`config.mk`:
```
export PLATFORM = sky130hd
export DESIGN_NAME = fetch_unit
export DESIGN_NICKNAME = d
export VERILOG_FILES = /design/src/rtl/fetch_unit.sv
export SDC_FILE = /design/constraint.sdc
export NUM_CORES = 1
export LEC_CHECK = 0
export CORE_MARGIN = 2
export CORE_UTILIZATION = 41
export CTS_BUF_LIST = sky130_fd_sc_hd__clkbuf_4 sky130_fd_sc_hd__clkbuf_8 sky130_fd_sc_hd__clkbuf_16
export DETAILED_ROUTE_END_ITERATION = 16
export GPL_TIMING_DRIVEN = 0
export MAX_ROUTING_LAYER = met4
export PLACE_DENSITY = 0.9
export SLEW_MARGIN = 25
export SYNTH_ARGS = -nofsm -noshare
export SYNTH_HDL_FRONTEND = slang
export SYNTH_SLANG_ARGS = --single-unit
```
`constraint.sdc`:
```
create_clock -name clk -period 2.15 [get_ports clk]
set_input_delay 0.3225 -clock clk [delete_from_list [all_inputs] [get_ports clk]]
set_output_delay 0.3225 -clock clk [all_outputs]
set_load 0.1 [all_outputs]
```
`src/rtl/fetch_unit.sv`:
```
// Instruction fetch sequencer: issues one memory read per instruction, presents the
// returned word with a one-cycle valid pulse, and stops on the halt encoding.
module fetch_unit #(
   parameter logic [15:0] RESET_PC  = 16'h0000,
   parameter logic [15:0] HALT_WORD = 16'hFFFF
) (
   input  logic        clk,
   input  logic        rst,
   input  logic        stall,
   input  logic        redirect,
   input  logic [15:0] redirect_pc,
   output logic        imem_req,
   output logic [15:0] imem_addr,
   input  logic        imem_ready,
   input  logic [15:0] imem_rdata,
   output logic [15:0] instr,
   output logic        instr_valid,
   output logic [15:0] pc,
   output logic        halted
);

   typedef enum logic [1:0] {S_IDLE, S_FETCH, S_ISSUE, S_HALT} state_t;

   state_t      r_state, w_state_nxt;
   logic [15:0] r_pc, w_pc_nxt;
   logic [15:0] r_instr, w_instr_nxt;

   always_ff @(posedge clk) begin
      if (rst) begin
         r_state <= S_IDLE;
         r_pc    <= RESET_PC;
         r_instr <= 16'h0000;
      end else begin
         r_state <= w_state_nxt;
         r_pc    <= w_pc_nxt;
         r_instr <= w_instr_nxt;
      end
   end

   always_comb begin
      w_state_nxt = r_state;
      w_pc_nxt    = r_pc;
      w_instr_nxt = r_instr;
      if (r_state == S_HALT) begin
         if (redirect) begin
            w_pc_nxt    = redirect_pc;
            w_state_nxt = S_FETCH;
         end
      end else if (redirect) begin
         // Redirect wins over increment and any same-cycle read data, which is dropped.
         w_pc_nxt    = redirect_pc;
         w_state_nxt = stall ? S_IDLE : S_FETCH;
      end else begin
         case (r_state)
            S_IDLE: begin
               if (!stall) w_state_nxt = S_FETCH;
            end
            S_FETCH: begin
               if (imem_ready) begin
                  w_instr_nxt = imem_rdata;
                  w_state_nxt = (imem_rdata == HALT_WORD) ? S_HALT : S_ISSUE;
               end
            end
            S_ISSUE: begin
               w_pc_nxt    = r_pc + 16'd1;
               w_state_nxt = stall ? S_IDLE : S_FETCH;
            end
            default: ;
         endcase
      end
   end

   assign imem_req    = (r_state == S_FETCH);
   assign imem_addr   = r_pc;
   assign pc          = r_pc;
   assign instr       = r_instr;
   assign instr_valid = (r_state == S_ISSUE);
   assign halted      = (r_state == S_HALT);

endmodule

```
==> metrics.md, run 1 <==
| Metric | Value |
|---|---|
| Status | finished clean |
| Distinct cells, synth | a little over 40 |
| Fmax | approximately 480 MHz |
| Post-route ant nets | 0 |
| First-pass GRT wire length | 8270 um |
| Drt total wl | 5070 um |
| Multi-input logic area | 0.00100 mm^2 |
| Full die area | just over 0.005 mm^2 |
| Buffer and inverter count on the worst path | 1 |
| Initial antenna violation count | 0 |
| Share of cells above drive strength 1 | 15.2% |
| Worst vdd ir | about 0.45 mV |
| Cells after synthesis | around 230 |
| Post-layout util | 65.6% |
| Post-CTS setup buffer count | 0 |
| Synth Net Count | 272 |
| Clock Power Share | 30.0% |
| Initial Util | a little over two fifths |
| GRT Util Overall | about a fifth |
| Crit path time final | about 2100 ps |
| Met3 GRT Util | 7.31% |
| Final period util | between 90% and 100% |
| Synthesized area per cell | 8.16 um^2 |
| Num CTS Buffers | 5 |
| Switch Pwr | around 0.79 mW |
| Core area | 0.00438 mm^2 |
| #FFs+latches synth | 34 |
| Met1 Use GR | 23.7% |
| Most common cell after layout, fill and taps aside | clkdlybuf4s50_1 |
| I/O Buffers | 85 |
| Sink Count | 34 |
| Startpoint Class | flop |
| P_leak | around 1.2 nW |
| Critical Path Slowest Stage Cell | clkdlybuf4s50_1 |
| Pins Over Slew Limit | 0 |
| Warning count from the yosys run | 0 |
| Worst-path fanout max | 2 |
| Largest net degree at the start of global routing | 11 |
| Die width | between 70 and 80 um |
| H-tree Lvls | 2 |
| Hold Vio Cnt, Final | 0 |
| Hold_buf cts | 0 |
| Synth-to-layout area growth | 53.9% |
| CTS max path bufs | 2 |
| RSZ-0062 raised after global routing | no |
| Slew @ Worst Pin | a little under 1000 ps |
| # IOs | 88 |
| Pwr dens | approximately 700 mW/mm^2 |
| Clk_lat worst skew | roughly 290 ps |
| Sw frac | a little under 40% |
| Die height | about 72 um |
| DR DRC count | 0 |
| Ant diodes | 0 |
| Vias in the first global route | between 1500 and 2000 |
| CTS tree | done |
| Commonest non-fill, non-tap cells in the layout | 49 x clkdlybuf4s50_1, 41 x nand2_1, 30 x dfxtp_1 |
| Gate power share | 35.0% |
| Crit path cell chain | clkdlybuf4s50_1 |
| GR Util met2 | roughly a third |
| Seq/Total Area, Yosys | a little over a third |
| Clock slew seen by the registers of the worst setup and hold paths | roughly 70 ps |
| Final WS setup | between 50 and 60 ps |
| Critical path data arrival time | 1770 ps |
| Most Used Layer, Global Route | met2 |
| Max-cap violations | 0 |
| Global placer's final weighted congestion | ~0.88 |
| Post-DP HPWL | 3920 um |
| Clock Root Buffer | clkbuf_8 |
| Final setup viols | 0 |
| Fillers | between 300 and 400 |
| Setup WS pre-CTS | -79.2 ps |
| Critical path endpoint category | output port |
| Critical Path RT | between 1500 and 2000 ps |
| Synth Cell Area | between 0.0015 and 0.002 mm^2 |
| Delay-heaviest family, CP | buffers and inverters |
| Via/cell ratio | ~5 |
| DR WL/cell | roughly 14 um |
| Async set-reset flop share out of synthesis | 0% |
| Max_slew headroom | around a third |
| Hold crit path type | in2reg |
| Synth Flop Type | dfxtp_1 |
| Nets | around 360 |
| Sequential cell area | 686 um^2 |
| Final setup skew | ~9 ps |
| Cell internal pwr | roughly 1.2 mW |
| EDFF count, synth | 0 |
| Vias | roughly 1900 |
| DRT iter0 DRCs | 72 |
| Crit path kind | reg2out |
| Row cnt | 24 |
| GRT overflow | 0 |
| Initial DRT Pass Iterations | 4 |
| CP max stage delay | roughly 1100 ps |
| Sequential Power Share | between 30% and 40% |
[metrics by stage]
stage                     setup TNS [ps]  hold slack (ps)  area (um^2)  instances  power, mW
after floorplan                        0              459         1880        229       1.26
after global placement             -74.4              440         2800        366       1.45
after detailed placement           -96.1              446         2800        366       1.46
after CTS                              0              372         2880        374       2.03
after global routing                   0              377         2880        374       2.10
final                                  0              383         2880        374       2.02
[area by class of cell]
cell class	instances	area share (%)
plain buffers	27	5.78
clock buffers	7	2.91
clock inverters	1	1.04
inverters	7	0.913
multi-input cells	161	34.9
flip-flops and latches	34	23.8
well taps	52	2.26
repair buffers	85	28.4
[worst min-delay path, cell delays in order]
cell	delay, ps
buf_2	170
nand2_1	80
a21oi_1	50
[routing by layer]
| metal | vias to the layer above | wire length [um] |
|---|---|---|
| li1 | 961 | - |
| met2 | 83 | 2470 |
| met1 | 866 | 2070 |
| met3 | 13 | 443 |
| met5 | - | 0 |
| met4 | 0 | 88 |
[repair_timing]
action                                 in CTS  in global routing
gates resized for setup                    38                  8
endpoints found under the hold margin       0                  0
setup endpoints to repair                  33                  7
[cells by family after synthesis]
kind of cell	Yosys count	synth area share [%]
XOR/XNOR	12	5.62
AND/OR/NAND/NOR	98	28.4
flip-flops	34	36.4
adder cells (fa/ha/maj)	6	4.02
buffers and inverters	34	10.3
AO/OA/AOI/OAI	44	14.7
multiplexers	1	0.535
[synthesized netlist by cell type (4+ instances only)]
| cell type | n | area share, % |
|---|---|---|
| a211oi_1 | 11 | 4.4 |
| nand3_1 | 8 | 2.1 |
| ha_1 | 6 | 4.0 |
| nor2_1 | 18 | 3.6 |
| nand2_1 | 41 | 8.2 |
| xor2_1 | 4 | 1.9 |
| dfxtp_1 | 34 | 36 |
| clkbuf_1 | 5 | 1.0 |
| xnor2_1 | 8 | 3.7 |
| a21oi_1 | 20 | 5.4 |
| inv_1 | 6 | 1.2 |
| buf_4 | 16 | 6.4 |
| nand4_1 | 6 | 2.0 |
[sequential cells by signal, indices dropped and copies added, names as in the netlist]
signal	flops
instr	16
imem_addr	16
r_state	2
[power by group through the flow]
stage	logic (mW)	clock network [mW]	registers [mW]
2_1_floorplan	0.325	0	0.930
3_3_place_gp	0.727	0	0.721
3_5_place_dp	0.736	0	0.723
4_1_cts	0.709	0.616	0.708
5_1_grt	0.740	0.648	0.715
6_report	0.706	0.606	0.708
[final timing paths]
path / cells past startpoint / start / slack [ps] / endpoint
max: 1 / instr[15] / 60 / instr[15]
min: 3 / redirect / 380 / imem_addr[6]
max reg2reg: 6 / r_state[0] / 300 / r_state[0]
min reg2reg: 2 / instr[9] / 460 / instr[9]
Note: power is estimated with default switching activity, not from simulation.
==> inputs of run 2 (changes only) <==
- clock period: 2.15 -> 2.2 ns (I/O delays scaled with it)
==> run 2 against run 1 <==
  * Final cell count did not move
  * Hold slack improved by 4.3 ps
  * Wire length fell by 1.8%
  * Sequential share of layout area fell by 0.12 points
  * Sequential power fell by 2%
  * Die area did not move
  * Register-to-register slack improved by 50 ps
  * Clock-buffer cell count rose by 1
  * Setup slack improved by 14 ps
  * Utilization fell by 0.14 points
  * Critical path type unchanged
  * Largest cell class unchanged
  * Largest power group unchanged
==> metrics.md, run 2 (synthesis gave the netlist of run 1 again) <==
| Metric | Value |
|---|---|
| Status | finished clean |
| H-tree Lvls | 2 (unchanged) |
| First-pass GRT wire length | 8150 um (-1.5%) |
| Global placer's final weighted congestion | 0.851 (-3.3%) |
| Critical R2R Capture | r_state[0] |
| Fillers | 383 (-1.8%) |
| Dpl cell area | 0.00279 mm^2 (-0.27%) |
| CTS max path bufs | 2 (unchanged) |
| DR DRC count | 0 (unchanged) |
| Setup TNS | 0 ps (unchanged) |
| R2r startpoint | r_state[0] |
| Die height | 71.5 um (unchanged) |
| Ant diodes | 0 (unchanged) |
| Post-route ant nets | 0 (unchanged) |
| # IOs | 88 (unchanged) |
| Slew @ Worst Pin | 991 ps (-0.0896 ps) |
| Hold Vio Cnt, Final | 0 (unchanged) |
| Initial DRT Pass Iterations | 5 (+1) |
| Pwr dens | 670 mW/mm^2 (-4.6%) |
| Crit path cell chain | clkdlybuf4s50_1 |
| Max_slew headroom | 33.7% (-0.093 points) |
| Drt total wl | 4980 um (-1.8%) |
| Sink Count | 34 (unchanged) |
| Full die area | 0.00512 mm^2 (unchanged) |
| Vias in the first global route | 1826 (-4.1%) |
| GRT overflow | 0 (unchanged) |
| Initial Util | 42.6% (unchanged) |
| Clock slew seen by the registers of the worst setup and hold paths | 70 ps (about the same) |
| Clk_lat worst skew | 290 ps (about the same) |
| CP Launch Point | imem_addr[15] |
| Die width | 71.5 um (unchanged) |
| Critical path endpoint category | output port |
| End of the critical path | imem_addr[15] |
| Worst R2R Path Depth | 6 (unchanged) |
| Final period util | a little over nine tenths |
| Startpoint Class | flop |
| Critical path data arrival time | 1800 ps (+30 ps) |
| Crit path kind | reg2out |
| Crit path time final | about 2100 ps |
| CP Depth | 1 (unchanged) |
| GRT Util Overall | 20.5% (-0.43 points) |
| Core area | 0.00438 mm^2 (unchanged) |
| Pins Over Slew Limit | 0 (unchanged) |
| Synth-to-layout area growth | 53.6% |
| I/O Buffers | 85 (unchanged) |
| Initial antenna violation count | 0 (unchanged) |
| Clock Root Buffer | clkbuf_8 |
| CP max stage delay | 1150 ps (about the same) |
| Post-DP HPWL | 3820 um (-2.6%) |
| Most common cell after layout, fill and taps aside | clkdlybuf4s50_1 |
| Worst vdd ir | 0.401 mV (-12%) |
| Final setup viols | 0 (unchanged) |
| Commonest non-fill, non-tap cells in the layout | 51 x clkdlybuf4s50_1, 41 x nand2_1, 34 x dfxtp_1 |
| Via/cell ratio | 5.20 (+1.1%) |
| CTS tree | done |
| Max-cap violations | 0 (unchanged) |
| Post-CTS setup buffer count | 0 (unchanged) |
| Critical Path Slowest Stage Cell | clkdlybuf4s50_1 |
| Num CTS Buffers | 5 (unchanged) |
| P_leak | 1.19 nW (-0.63%) |
| Design area | 0.00287 mm^2 (-0.22%) |
| Reg-to-reg slack, setup | 350 ps (+50 ps) |
| Delay-heaviest family, CP | buffers and inverters |
| Critical Path RT | 1870 ps (+40 ps) |
| Hold depth | 3 (unchanged) |
| RSZ-0062 raised after global routing | no |
| Vias | 1944 (+1.1%) |
| Final setup skew | 2.74 ps (-6.33 ps) |
| Share of cells above drive strength 1 | 13.4% (-1.9 points) |
| Row cnt | 24 (unchanged) |
| DR WL/cell | 13.3 um (-1.8%) |
| DRT iter0 DRCs | 95 (+32%) |
| Nets | 364 (unchanged) |
| Largest net degree at the start of global routing | 11 (unchanged) |
| Fmax | 470 MHz |
| Buffer and inverter count on the worst path | 1 (unchanged) |
| Hold crit path type | in2reg |
| Worst-path fanout max | 3 (+1) |
## run 2: cell types whose count changed in the layout (fill, tap and decap cells not counted), sizes merged
cell and change:
clkdlybuf4s50 +2, bufinv -1, clkdlybuf4s15 -1
## run 2: repair_timing
action / 4_1_cts / 5_1_grt
pin swaps: 0 / 0
hold buffers: 0 / 0
resized for setup: 35 / 6
setup endpoints to repair: 31 / 5
cloned: 0 / 0
## run 2: worst min-delay path by stage
| stage | from | end | slack [ps] |
|---|---|---|---|
| after floorplan | imem_rdata[0] | instr[0] | 470 |
| after global placement | instr[9] | instr[9] | 440 |
| after detailed placement | instr[11] | instr[11] | 450 |
| after CTS | redirect | imem_addr[2] | 370 |
| after global routing | redirect | imem_addr[2] | 400 |
| final | redirect | imem_addr[2] | 390 |
## run 2: final cells by class
cell class | count | area [um^2] | share of cell area [%]
Sequential cell | 34 | 681 | 23.7
Timing Repair Buffer | 85 | 822 | 28.6
Multi-Input combinational cell | 161 | 1000 | 34.9
Buffer | 27 | 166 | 5.80
Tap cell | 52 | 65.1 | 2.27
Clock buffer | 8 | 110 | 3.83
Inverter | 7 | 26.3 | 0.915
## run 2: metrics by stage
| step | power [mW] | instances | setup WS, ps | utilization [%] | hold WS [ps] |
|---|---|---|---|---|---|
| after global placement | 1.41 | 366 | -27.2 | 63.6 | 441 |
| after floorplan | 1.22 | 229 | 5.83 | - | 466 |
| after detailed placement | 1.42 | 366 | -40.5 | 63.6 | 448 |
| after CTS | 1.94 | 374 | 12.5 | 65.4 | 370 |
| final | 1.92 | 374 | 70.1 | 65.5 | 387 |
| after global routing | 2.00 | 374 | 17.4 | 65.5 | 399 |
## run 2: report_power, final
part           switching [mW]  internal [mW]  total, mW
registers              0.0426          0.649      0.691
clock network           0.227          0.316      0.543
logic                   0.502          0.188      0.690
## run 2: metal layers
layer | wire, um | vias to the layer above | GRT usage, %
met2 | 2370 | 99 | 34.8
met4 | 56 | 0 | 6.29
met3 | 537 | 7 | 7.45
met1 | 2010 | 874 | 22.5
li1 | - | 964 | -
met5 | 0 | - | -
==> inputs of run 3 (changes only) <==
- GPL_TIMING_DRIVEN: 0 -> not set
==> run 3 against run 2 <==
  * Setup slack improved by 260 ps
  * First-iteration DRC count fell by 39%
  * Wire length fell by 4.3%
  * Design area fell by 7.3%
  * Register-to-register slack got worse by 20 ps
  * Power fell by 3.6%
  * Global-route usage fell by 1.7 points
  * Hold slack improved by 68 ps
  * Utilization fell by 4.8 points
  * Combinational power fell by 2%
  * Critical endpoint is now r_state[0]
  * Largest cell class unchanged
  * Highest routed layer unchanged
==> metrics.md, run 3 (synthesis gave the netlist of run 1 again) <==
| Metric | Value |
|---|---|
| Final setup skew | 2.92 ps (+0.187 ps) |
| Hold_buf cts | 0 (unchanged) |
| Full die area | 0.00512 mm^2 (unchanged) |
| RSZ-0062 raised after global routing | no |
| Commonest non-fill, non-tap cells in the layout | 55 x buf_4, 41 x nand2_1, 36 x clkdlybuf4s50_1 |
| Gate power share | 36.4% (+0.5 points) |
| Hold crit path type | reg2reg |
| GRT overflow | 0 (unchanged) |
| R2r startpoint | r_state[0] |
| Critical path endpoint category | flop |
| Clock slew seen by the registers of the worst setup and hold paths | 70 ps (about the same) |
| Clk_lat worst skew | 280 ps (about the same) |
| Global placer's final weighted congestion | 0.851 (+0.11%) |
| Vias in the first global route | 1694 (-7.2%) |
| CTS tree | done |
| Setup TNS | 0 ps (unchanged) |
| Worst R2R Path Depth | 6 (unchanged) |
| Critical Path Slowest Stage Cell | dfxtp_1 |
| CTS max path bufs | 2 (unchanged) |
| Cell internal pwr | 1.09 mW (-5.2%) |
| Via/cell ratio | 5.20 (about the same) |
| CP Depth | 6 (+5) |
| Nets | 344 (-5.5%) |
| # IOs | 88 (unchanged) |
| Max-cap violations | 0 (unchanged) |
| Sink Count | 34 (unchanged) |
| Startpoint Class | flop |
| I/O Buffers | 87 (+2.4%) |
| Slew @ Worst Pin | 556 ps (-436 ps) |
| Fmax | 535 MHz (+14%) |
| Ant diodes | 0 (unchanged) |
| Share of cells above drive strength 1 | 25.2% (+12 points) |
| Pwr dens | 697 mW/mm^2 (+4.0%) |
| DR DRC count | 0 (unchanged) |
| Sw frac | 41.1% (+1.0 points) |
| Crit path kind | reg2reg |
| Synth-to-layout area growth | 42.4% |
| Total Power | 1.86 mW (-3.6%) |
| Post-CTS setup buffer count | 0 (unchanged) |
| Vias | 1841 (-5.3%) |
| Clock Root Buffer | clkbuf_8 |
| Finished Layout Cells | 354 (-5.3%) |
| P_leak | 1.05 nW (-11%) |
| Delay-heaviest family, CP | simple AND/OR/NAND/NOR gates |
| Die height | 71.5 um (unchanged) |
| Post-route ant nets | 0 (unchanged) |
| Crit path time final | 1870 ps (-261 ps) |
| CP Launch Point | r_state[0] |
| Num CTS Buffers | 5 (unchanged) |
| DR WL/cell | 13.4 um (+1.1%) |
| Row cnt | 24 (unchanged) |
| Design area | 0.00266 mm^2 (-7.3%) |
| Placed cell count | 346 (-5.5%) |
| Sequential Power Share | 37.4% (+1.5 points) |
| CP max stage delay | 390 ps (-760 ps) |
| Initial Util | 42.6% (unchanged) |
| Initial DRT Pass Iterations | 4 (-1) |
| Drt total wl | 4760 um (-4.3%) |
| Worst vdd ir | 0.401 mV (about the same) |
| Status | finished clean |
| Hold Vio Cnt, Final | 0 (unchanged) |
| Max_slew headroom | 63.0% (+29 points) |
| Dpl cell area | 0.00257 mm^2 (-8.0%) |
| Post-cts gate resize count | 0 (-100%) |
| Most common cell after layout, fill and taps aside | buf_4 |
| Buffer and inverter count on the worst path | 1 (unchanged) |
| Core area | 0.00438 mm^2 (unchanged) |
| Critical path data arrival time | 2040 ps (+240 ps) |
| Critical R2R Capture | r_state[0] |
| End of the critical path | r_state[0] |
| Worst-path fanout max | 10 (+7) |
| Final period util | 84.9% (-12 points) |
| Clock Power Share | 26.2% (-2.0 points) |
| Final setup viols | 0 (unchanged) |
| Initial antenna violation count | 0 (unchanged) |
| Critical Path RT | 2370 ps (+500 ps) |
| Crit path cell chain | inv_1 -> ha_2 -> or3_1 -> a31oi_1 -> o21ai_0 -> and3_1 |
| GRT Util Overall | 18.9% (-1.7 points) |
| Pins Over Slew Limit | 0 (unchanged) |
| Die width | 71.5 um (unchanged) |
| Post-DP HPWL | 3620 um (-5.3%) |
| Switch Pwr | 0.763 mW (-1.1%) |
| Reg-to-reg slack, setup | 330 ps (-20 ps) |
| First-pass GRT wire length | 7520 um (-7.7%) |
| H-tree Lvls | 2 (unchanged) |
| Largest net degree at the start of global routing | 29 (+18) |
| DRT iter0 DRCs | 58 (-39%) |
[run 3: changes by cell type in the layout (fill, tap and decap cells not counted), sizes merged]
cell	before	now
buf	20	56
clkbuf	16	7
clkdlybuf4s15	3	0
clkdlybuf4s50	51	36
clkinv	0	1
dlygate4sd2	27	0
dlymetal6s2s	3	0
[run 3: metal layers]
layer / global-route usage, % / vias to the layer above / wire length (um)
li1: - / 923 / -
met1: 22.0 / 837 / 2000
met2: 32.1 / 79 / 2350
met3: 5.49 / 2 / 402
met4: 4.40 / 0 / 14
met5: - / - / 0
[run 3: power by group through the flow]
stage,Combinational [mW],Sequential [mW],Clock (mW)
floorplan,0.317,0.907,0
global placement,0.669,0.705,0
detailed placement,0.676,0.708,0
CTS,0.677,0.694,0.502
global route,0.701,0.700,0.531
finish,0.675,0.694,0.487
[run 3: how the worst min path moves through the flow]
stage	cells after the start	startpoint	end
final	2	instr[15]	instr[15]
after global routing	2	instr[11]	instr[11]
after CTS	2	instr[15]	instr[15]
after detailed placement	2	instr[15]	instr[15]
after global placement	2	instr[9]	instr[9]
after floorplan	2	imem_rdata[0]	instr[0]
[run 3: per-stage QoR]
stage	util, %	setup WS (ps)	hold slack (ps)
after floorplan	-	5.83	466
after global placement	58.5	368	442
after detailed placement	58.5	357	449
after CTS	60.7	317	459
after global routing	60.7	169	485
final	60.7	331	455
[run 3: cell type report]
class,count,area (um^2)
Sequential cell,34,681
Multi-Input combinational cell,161,1000
Timing Repair Buffer,92,793
Clock buffer,7,90.1
Tap cell,52,65.1
Inverter,7,26.3
Clock inverter,1,5.00
Fill cell,391,1720
[run 3: worst reg2reg max path: stages (launching register included)]
cell and delay [ps]:
dfxtp_1 390, inv_1 100, ha_2 280, or3_1 380, a31oi_1 290, o21ai_0 130
and3_1 200
